==> src/rtl/bhargava_ctrl_pkg.sv <==
// rtl/bhargava_ctrl_pkg.sv - shared state encoding and default constants for the stream controller
package bhargava_ctrl_pkg;

    typedef enum logic [2:0] {
        ST_IDLE     = 3'd0,
        ST_KEY_LOAD = 3'd1,
        ST_STREAM   = 3'd2,
        ST_DRAIN    = 3'd3,
        ST_DONE     = 3'd4,
        ST_ERROR    = 3'd5
    } state_t;

    localparam int DEF_KEY_HOLD = 2;
    localparam int DEF_TIMEOUT  = 65535;
    localparam int DEF_LEN_W    = 32;

    // States in which a new start request may be accepted.
    function automatic logic state_is_settled(input state_t s);
        return (s == ST_IDLE) || (s == ST_DONE) || (s == ST_ERROR);
    endfunction

endpackage

==> src/rtl/bhargava_drain_watchdog.sv <==
// rtl/bhargava_drain_watchdog.sv - reloadable down-counter that expires after TIMEOUT idle drain cycles
module bhargava_drain_watchdog #(
    parameter int TIMEOUT = 65535
) (
    input  logic clk,
    input  logic rst,
    input  logic i_run,
    input  logic i_kick,
    output logic o_expire
);

    localparam int CNT_W = $clog2(TIMEOUT + 1);

    logic [CNT_W-1:0] r_cnt;

    // Reload while not running or on every kick; otherwise count down one per cycle.
    always_ff @(posedge clk or posedge rst) begin
        if (rst) begin
            r_cnt <= CNT_W'(TIMEOUT);
        end else if (!i_run || i_kick) begin
            r_cnt <= CNT_W'(TIMEOUT);
        end else if (r_cnt != '0) begin
            r_cnt <= r_cnt - CNT_W'(1);
        end
    end

    // The TIMEOUT-th consecutive un-kicked cycle is the one that fires.
    assign o_expire = i_run && !i_kick && (r_cnt == CNT_W'(1));

endmodule

==> src/rtl/bhargava_stream_ctrl.sv <==
// rtl/bhargava_stream_ctrl.sv - key load, byte streaming and drain supervision for the scrambler core
module bhargava_stream_ctrl
    import bhargava_ctrl_pkg::*;
#(
    parameter int KEY_HOLD = DEF_KEY_HOLD,
    parameter int TIMEOUT  = DEF_TIMEOUT,
    parameter int LEN_W    = DEF_LEN_W
) (
    input  logic             clk,
    input  logic             rst,
    input  logic             start,
    input  logic [63:0]      key,
    input  logic             mode,
    input  logic [LEN_W-1:0] total_len,
    input  logic [7:0]       src_data,
    input  logic             src_valid,
    output logic             src_ready,
    output logic [63:0]      core_key_in,
    output logic             core_mode_in,
    output logic             core_key_en,
    output logic [7:0]       core_mpeg_in,
    output logic             core_mpeg_in_en,
    output logic             core_stream_end,
    input  logic             core_prog_full,
    input  logic             core_out_en,
    output logic             busy,
    output logic             done,
    output logic             err_timeout,
    output logic             err_overrun,
    output logic [LEN_W-1:0] in_cnt,
    output logic [LEN_W-1:0] out_cnt,
    output logic [LEN_W-1:0] stall_cnt
);

    state_t           r_state;
    state_t           w_state_nxt;
    logic [63:0]      r_key;
    logic             r_mode;
    logic [LEN_W-1:0] r_total;
    logic [LEN_W-1:0] r_in_cnt;
    logic [LEN_W-1:0] r_out_cnt;
    logic [LEN_W-1:0] r_stall_cnt;
    logic [3:0]       r_hold_cnt;
    logic [7:0]       r_mpeg;
    logic             r_mpeg_en;
    logic             r_stream_end;
    logic             r_done;
    logic             r_err_timeout;
    logic             r_err_overrun;

    logic w_start_acc;
    logic w_in_stream;
    logic w_in_drain;
    logic w_src_ready;
    logic w_xfer;
    logic w_last_xfer;
    logic w_key_last;
    logic w_out_active;
    logic w_out_hit;
    logic w_out_reach;
    logic w_expire;
    logic w_set_done;
    logic w_set_timeout;
    logic w_set_overrun;

    assign w_start_acc  = start && state_is_settled(r_state);
    assign w_in_stream  = (r_state == ST_STREAM);
    assign w_in_drain   = (r_state == ST_DRAIN);
    assign w_src_ready  = w_in_stream && !core_prog_full && (r_in_cnt < r_total);
    assign w_xfer       = src_valid && w_src_ready;
    assign w_last_xfer  = w_xfer && ((r_in_cnt + LEN_W'(1)) == r_total);
    assign w_key_last   = (r_state == ST_KEY_LOAD) && (r_hold_cnt == 4'(KEY_HOLD - 1));
    assign w_out_active = core_out_en && (w_in_stream || w_in_drain);
    assign w_out_hit    = w_out_active && (r_out_cnt == r_total);
    // Completion is recognised in the same cycle as the final output byte.
    assign w_out_reach  = (r_out_cnt == r_total) ||
                          (core_out_en && ((r_out_cnt + LEN_W'(1)) == r_total));

    bhargava_drain_watchdog #(
        .TIMEOUT (TIMEOUT)
    ) u_watchdog (
        .clk      (clk),
        .rst      (rst),
        .i_run    (w_in_drain),
        .i_kick   (core_out_en),
        .o_expire (w_expire)
    );

    // State register.
    always_ff @(posedge clk or posedge rst) begin
        if (rst) begin
            r_state <= ST_IDLE;
        end else begin
            r_state <= w_state_nxt;
        end
    end

    // Next-state logic; overrun takes priority over completion and timeout.
    always_comb begin
        w_state_nxt   = r_state;
        w_set_done    = 1'b0;
        w_set_timeout = 1'b0;
        w_set_overrun = 1'b0;
        case (r_state)
            ST_IDLE, ST_DONE, ST_ERROR: begin
                if (w_start_acc) begin
                    w_state_nxt = ST_KEY_LOAD;
                end
            end
            ST_KEY_LOAD: begin
                if (w_key_last) begin
                    w_state_nxt = (r_total == '0) ? ST_DRAIN : ST_STREAM;
                end
            end
            ST_STREAM: begin
                if (w_out_hit) begin
                    w_state_nxt   = ST_ERROR;
                    w_set_overrun = 1'b1;
                end else if (w_last_xfer) begin
                    w_state_nxt = ST_DRAIN;
                end
            end
            ST_DRAIN: begin
                if (w_out_hit) begin
                    w_state_nxt   = ST_ERROR;
                    w_set_overrun = 1'b1;
                end else if (w_out_reach) begin
                    w_state_nxt = ST_DONE;
                    w_set_done  = 1'b1;
                end else if (w_expire) begin
                    w_state_nxt   = ST_ERROR;
                    w_set_timeout = 1'b1;
                end
            end
            default: begin
                w_state_nxt = ST_IDLE;
            end
        endcase
    end

    // Key, mode and length are captured once per accepted start and held thereafter.
    always_ff @(posedge clk or posedge rst) begin
        if (rst) begin
            r_key   <= '0;
            r_mode  <= 1'b0;
            r_total <= '0;
        end else if (w_start_acc) begin
            r_key   <= key;
            r_mode  <= mode;
            r_total <= total_len;
        end
    end

    // Counts KEY_LOAD cycles so key_en spans exactly KEY_HOLD cycles.
    always_ff @(posedge clk or posedge rst) begin
        if (rst) begin
            r_hold_cnt <= '0;
        end else if (r_state == ST_KEY_LOAD) begin
            r_hold_cnt <= r_hold_cnt + 4'd1;
        end else begin
            r_hold_cnt <= '0;
        end
    end

    // One-cycle registered byte path into the core; data holds when idle.
    always_ff @(posedge clk or posedge rst) begin
        if (rst) begin
            r_mpeg    <= '0;
            r_mpeg_en <= 1'b0;
        end else begin
            r_mpeg_en <= w_xfer;
            if (w_xfer) begin
                r_mpeg <= src_data;
            end
        end
    end

    // stream_end rises alongside the last byte, or on the empty-stream drain entry.
    always_ff @(posedge clk or posedge rst) begin
        if (rst) begin
            r_stream_end <= 1'b0;
        end else if (w_start_acc) begin
            r_stream_end <= 1'b0;
        end else if (w_last_xfer || (w_key_last && (r_total == '0))) begin
            r_stream_end <= 1'b1;
        end
    end

    // Byte and stall counters, cleared on each accepted start.
    always_ff @(posedge clk or posedge rst) begin
        if (rst) begin
            r_in_cnt    <= '0;
            r_out_cnt   <= '0;
            r_stall_cnt <= '0;
        end else if (w_start_acc) begin
            r_in_cnt    <= '0;
            r_out_cnt   <= '0;
            r_stall_cnt <= '0;
        end else begin
            if (w_xfer) begin
                r_in_cnt <= r_in_cnt + LEN_W'(1);
            end
            if (w_out_active && (r_out_cnt != '1)) begin
                r_out_cnt <= r_out_cnt + LEN_W'(1);
            end
            if (w_in_stream && core_prog_full && (r_stall_cnt != '1)) begin
                r_stall_cnt <= r_stall_cnt + LEN_W'(1);
            end
        end
    end

    // Sticky completion and error flags.
    always_ff @(posedge clk or posedge rst) begin
        if (rst) begin
            r_done        <= 1'b0;
            r_err_timeout <= 1'b0;
            r_err_overrun <= 1'b0;
        end else if (w_start_acc) begin
            r_done        <= 1'b0;
            r_err_timeout <= 1'b0;
            r_err_overrun <= 1'b0;
        end else begin
            if (w_set_done) begin
                r_done <= 1'b1;
            end
            if (w_set_timeout) begin
                r_err_timeout <= 1'b1;
            end
            if (w_set_overrun) begin
                r_err_overrun <= 1'b1;
            end
        end
    end

    assign src_ready       = w_src_ready;
    assign core_key_in     = r_key;
    assign core_mode_in    = r_mode;
    assign core_key_en     = (r_state == ST_KEY_LOAD);
    assign core_mpeg_in    = r_mpeg;
    assign core_mpeg_in_en = r_mpeg_en;
    assign core_stream_end = r_stream_end;
    assign busy            = !state_is_settled(r_state);
    assign done            = r_done;
    assign err_timeout     = r_err_timeout;
    assign err_overrun     = r_err_overrun;
    assign in_cnt          = r_in_cnt;
    assign out_cnt         = r_out_cnt;
    assign stall_cnt       = r_stall_cnt;

endmodule

==> config.mk <==
export PLATFORM = sky130hd
export DESIGN_NAME = bhargava_stream_ctrl
export DESIGN_NICKNAME = d
export VERILOG_FILES = /design/src/rtl/bhargava_ctrl_pkg.sv /design/src/rtl/bhargava_drain_watchdog.sv /design/src/rtl/bhargava_stream_ctrl.sv
export SDC_FILE = /design/constraint.sdc
export NUM_CORES = 1
export LEC_CHECK = 0
export ABC_CLOCK_PERIOD_IN_PS = 10600
export CORE_ASPECT_RATIO = 1.5
export CORE_UTILIZATION = 50
export CTS_CLUSTER_DIAMETER = 60
export DETAILED_ROUTE_END_ITERATION = 12
export PLACE_DENSITY = 0.79
export SLEW_MARGIN = 10
export SYNTH_ARGS = -nofsm -noshare
export SYNTH_HDL_FRONTEND = slang
export SYNTH_SLANG_ARGS = --single-unit
==> constraint.sdc <==
create_clock -name clk -period 10.6 [get_ports clk]
set_clock_uncertainty 0.1 [all_clocks]
set_input_delay 3.18 -clock clk [delete_from_list [all_inputs] [get_ports clk]]
set_output_delay 3.18 -clock clk [all_outputs]
set_load 0.03 [all_outputs]
# Word level (Yosys, flattened, before mapping)
# Index checks and enable logic that the tools add are counted.
dict set report classes {
  eq_ne 16
  order_cmp 1
  mux 35
  addsub 5
  reduce_logical 39
}
# operator count
set ops {}
lappend ops {{$mux 32} 6}
lappend ops {{$add 32x1->32 const B} 3}
lappend ops {{$eq 32x32->1} 3}
lappend ops {{$ne 32x32->1 const B} 2}
lappend ops {{$logic_not 32->1} 1}
lappend ops {{$lt 32x32->1} 1}
lappend ops {{$mux 16} 2}
lappend ops {{$mux 3} 7}
lappend ops {{$mux 1} 18}
lappend ops {{$eq 16x1->1 const B} 1}
lappend ops {{$reduce_bool 16->1} 1}
lappend ops {{$reduce_bool 2->1} 8}
lappend ops {{$sub 16x1->16 const B} 1}
lappend ops {{$logic_and 1x1->1} 15}
lappend ops {{$pmux 3 s4} 1}
lappend ops {{$eq 3x2->1 const B} 2}
lappend ops {{$eq 3x3->1 const B} 2}
lappend ops {{$logic_or 1x1->1} 6}
lappend ops {{$add 4x1->4 const B} 1}
lappend ops {{$eq 4x1->1 const B} 1}
lappend ops {{$logic_not 1->1} 4}
lappend ops {{$mux 4} 1}
lappend ops {{$ne 4x4->1 const B} 1}
lappend ops {{$reduce_and 4->1} 1}
lappend ops {{other kinds (7)} 7}
dict set report totals {
  reg_bits 229
  in_bits 111
}

# Depth between registers and ports, before layout
dict set report logic_depth {
  depth_word 9
  mapped_depth 14
}

# By module
# Synthesis repeated with hierarchy kept, for this count alone.
dict set report hier_totals {
  hier_cells 1614
  area_unflattened_um2 13624.3
}
# module n_inst area_per_inst_um2 cells_each
set modules_own_cells {}
lappend modules_own_cells {bhargava_stream_ctrl 1 12664.6 1509}
lappend modules_own_cells {bhargava_drain_watchdog 1 959.7 105}

# Worst setup path after synthesis
# OpenSTA, ideal clock, no wires.
dict set report synth_path {
  path_type {input -> output}
  start {input core_prog_full}
  end {output src_ready}
  arrival_time_ps 4090
  path_slack_ps 3230
  path_stages 4
  path_cell_list {nor2_1 > o2111ai_1 > a21o_1 > a31oi_1}
}
dict set report synth_via {
  elab_chain_len 3
}
# item line
set synth_rtl {}
lappend synth_rtl {{start: declaration} bhargava_stream_ctrl.sv:24} ;# input logic core_prog_full,
lappend synth_rtl {{$logic_not 1->1} bhargava_stream_ctrl.sv:69} ;# assign w_src_ready = w_in_stream && !core_prog_full && (r_in_cnt < r_total);
lappend synth_rtl {{$logic_and 1x1->1 (2 in a row)} bhargava_stream_ctrl.sv:69}
lappend synth_rtl {{end: declaration} bhargava_stream_ctrl.sv:17} ;# output logic src_ready,
# Every way passes these cells.

# Worst setup path in the final report
# Same ends and word-level chain as after synthesis.

==> flow_summary_export.csv <==
group,metric,value,unit
synth,ys_dominant_reg_cell,"dfrtp_1",
drt,vias,12604,
power_and_ir_drop,power-per-cell-area,223,nW/um2
drt,wire_per_inst,19.2,um
floorplan,ios,288,
clocking,cts.sink_count,229,
floorplan,start_util,51.2,%
critical_path,cp-start-kind,"input port",
global_route,grt_overflow_total,0,
outcome,outcome,"finished clean",
critical_path,crit_type,"input port to primary output",
clocking,cts_buffers,25,
drt,wirelength,41.5,mm
synth,ys_warn_count,0,
clocking,cts_root_buf,"clkbuf_16",
floorplan,row_count,72,
drt,ant_nets,0,
timing,slew_headroom,22.6,%
final_layout,layout-drive-gt1-share,4.92,%
floorplan,dieArea,27300,um2
drt,first_pass_iters,5,
synth,synth.net_count,1737,
floorplan,die_h,202,um
power_and_ir_drop,ir_worst_vdd,0.206,mV
critical_path,worstPathMaxFanout,2,
drt,avgViaCountPerCell,5.83,
global_route,grtUsageTotal,31.0,%
timing,final-setup-viol-count,0,
clocking,hold_buffers,0,
final_layout,post-route-cell-area,17100,um2
clocking,cts_tree,"built",
floorplan,core,26000,um2
critical_path,end_kind,"primary output",
clocking,clock_path_buffers,3,
clocking,cts_repair_resize_count,0,
timing,finalCritPeriodShare,77.9,%
timing,hold_viol_final,0,
global_route,grt_pass1_vias,12649,
synth,synth_area_per_cell,8.40,um2
drt,first_iter_violations,748,
critical_path,crit_arrival,4.97,ns
synth,synth_edf_count,0,
placement,finalWeightedCongestion,0.966,
synth,netlist_area,13300,um2
clocking,clk_latency,0.54,ns
timing,fin_setup_tns,0,ns
timing,grt_setup_unrepaired,"no",
timing,post-route-min-period,8.25,ns
synth,synth_seq_cells,229,
timing,worst_slew_pin_slew,1.15,ns
placement,post-dp-hpwl,30.3,mm
critical_path,cp.required,7.32,ns
placement,dpl_cell_area,16300,um2
floorplan,dieWidth,135,um
clocking,cts_setup_buffers,0,
final_layout,final_nets,1963,
clocking,htree_levels,1,
drt,drc,0,
final_layout,num_antenna_cells,0,
timing,fmax,0.121,GHz
timing,drv_slew,0,
synth,syn_inst,1587,
final_layout,area_growth,28.4,%
power_and_ir_drop,p_leak,7.29,nW
hold_path,hold_class,"register to register",
job,cap_violations,0,
global_route,antenna_found_initial,0,
synth,ys_seq_area_share,43.1,%
global_route,grt_max_degree,88,
placement,port_buffers,287,
global_route,grt_first_pass_wirelength,66.9,mm
clocking,path_clk_slew,0.06,ns
synth,ys_types,72,
synth,async_flop_share,100,%
==> cell usage in the layout, fill, tap and decap left out, types with 16 or more instances in the layout <==
cell type,count
dfrtp_1,213
nand2_1,363
o31ai_1,26
o21ai_0,106
inv_1,53
nor4_1,38
dfstp_2,16
ha_1,39
clkbuf_16,25
clkdlybuf4s50_1,287
nor2_1,114
nand3_1,60
a21oi_1,30
xnor2_1,77
nor3_1,42
xor2_1,65
nor2b_1,24
or3_1,18
nand4_1,45
and3_1,17
==> cells in the mapped netlist (3+ instances only) <==
cell | n | share of area, %
a211oi_1 | 8 | 0.45
buf_1 | 3 | 0.084
nor3_1 | 42 | 1.6
or3_1 | 18 | 0.84
xor2_1 | 65 | 4.3
nand4_1 | 45 | 2.1
a31oi_1 | 7 | 0.33
and3_1 | 17 | 0.80
nor4b_1 | 3 | 0.20
or4_1 | 7 | 0.39
dfstp_2 | 16 | 3.2
a21o_1 | 12 | 0.68
o21ai_0 | 106 | 4.0
o2111ai_1 | 5 | 0.33
nand2b_1 | 7 | 0.33
o31ai_1 | 26 | 1.5
mux2i_1 | 3 | 0.23
nor3b_1 | 6 | 0.34
clkbuf_2 | 3 | 0.11
or2_2 | 4 | 0.19
nand3b_1 | 3 | 0.17
nor2_1 | 114 | 3.2
dfrtp_1 | 213 | 40
o41ai_1 | 6 | 0.39
and4b_1 | 3 | 0.23
nor2b_1 | 24 | 1.1
buf_4 | 7 | 0.39
nand3_1 | 60 | 2.3
nor4_1 | 38 | 1.8
and4_1 | 8 | 0.53
and2_1 | 7 | 0.33
buf_2 | 12 | 0.45
xnor2_1 | 77 | 5.1
clkbuf_1 | 70 | 2.0
ha_1 | 39 | 3.7
o21a_1 | 6 | 0.34
nand2_1 | 364 | 10
o211ai_1 | 6 | 0.34
a21oi_1 | 30 | 1.1
inv_1 | 54 | 1.5
==> worst paths after layout <==
check,endpoint,cells past startpoint,slack [ns],start
worst max-delay path,src_ready,6,2.35,core_prog_full
worst min-delay path,core_key_in[26]$_DFFE_PP0P_,2,0.37,core_key_in[26]$_DFFE_PP0P_
worst max register to register,r_state[0]$_DFFE_PP0P_,12,6.53,r_total[29]$_DFFE_PP0P_
worst min register to register,core_key_in[26]$_DFFE_PP0P_,2,0.37,core_key_in[26]$_DFFE_PP0P_
max in group asynchronous,in_cnt[26]$_DFFE_PP0P_,3,5.96,rst
min in group asynchronous,stall_cnt[6]$_DFFE_PP0P_,2,3.04,rst
==> critical path, cell delays in order <==
cell and delay (ns):
clkdlybuf4s50_1 0.44, nor2_1 0.13, o2111ai_1 0.12, a21o_1 0.20, a31oi_1 0.19, clkdlybuf4s50_1 0.70
==> per-layer routing <==
metal / share of wire (%) / wire length (um) / vias up / GRT usage, %
met5: 0 / 0 / - / 0
met4: 4.4 / 1830 / 0 / 13.8
met3: 7.0 / 2910 / 123 / 6.07
met2: 50 / 20700 / 507 / 54.3
met1: 39 / 16100 / 6088 / 36.4
li1: - / - / 5886 / -
==> cells by family after synthesis <==
| logic type | share of synthesized area [%] |
|---|---|
| buf+inv | 4.62 |
| fa+ha+maj | 3.66 |
| xor+xnor | 9.33 |
| mux | 0.310 |
| compound gates | 11.2 |
| simple gates | 27.7 |
| flops | 43.1 |
==> metrics by stage <==
stage | std cells | power [W] | setup slack, ns | hold WS, ns | utilization [%]
4_1_cts | 2162 | 0.00383 | 2.34 | 0.376 | 65.8
3_5_place_dp | 2119 | 0.00289 | 2.35 | 0.361 | 62.6
5_1_grt | 2162 | 0.00402 | 2.29 | 0.395 | 65.8
3_3_place_gp | 2119 | 0.00286 | 2.39 | 0.356 | 62.6
2_1_floorplan | 1587 | 0.00228 | 1.07 | 0.361 | -
6_report | 2162 | 0.00382 | 2.35 | 0.371 | 65.8
==> flip-flops by register name, summed over array words and instances (netlist names) <==
signal            count
core_key_in          64
core_mode_in          1
core_mpeg_in          8
core_mpeg_in_en       1
core_stream_end       1
done                  1
err_overrun           1
err_timeout           1
in_cnt               32
out_cnt              32
r_hold_cnt            4
r_state               3
r_total              32
stall_cnt            32
u_watchdog.r_cnt     16
==> cell type report <==
class                   count  area [um2]
clock buffers              32         702
clock inverters            11         139
fillers                  2192        8910
inverters                  54         210
multi-input cells        1208        6980
flip-flops and latches    229        5750
well taps                 333         417
repair buffers            295        2930
==> report_power, final <==
part / total [W] / leakage, nW / internal [W] / switching, W
Combinational: 0.00159 / 3.91 / 0.000612 / 0.000975
Sequential: 0.00132 / 2.97 / 0.00108 / 0.000232
Clock: 0.000914 / 0.418 / 0.000539 / 0.000375
Total: 0.00382 / 7.29 / 0.00223 / 0.00158
No activity file was read; power rests on OpenSTA's default activity.
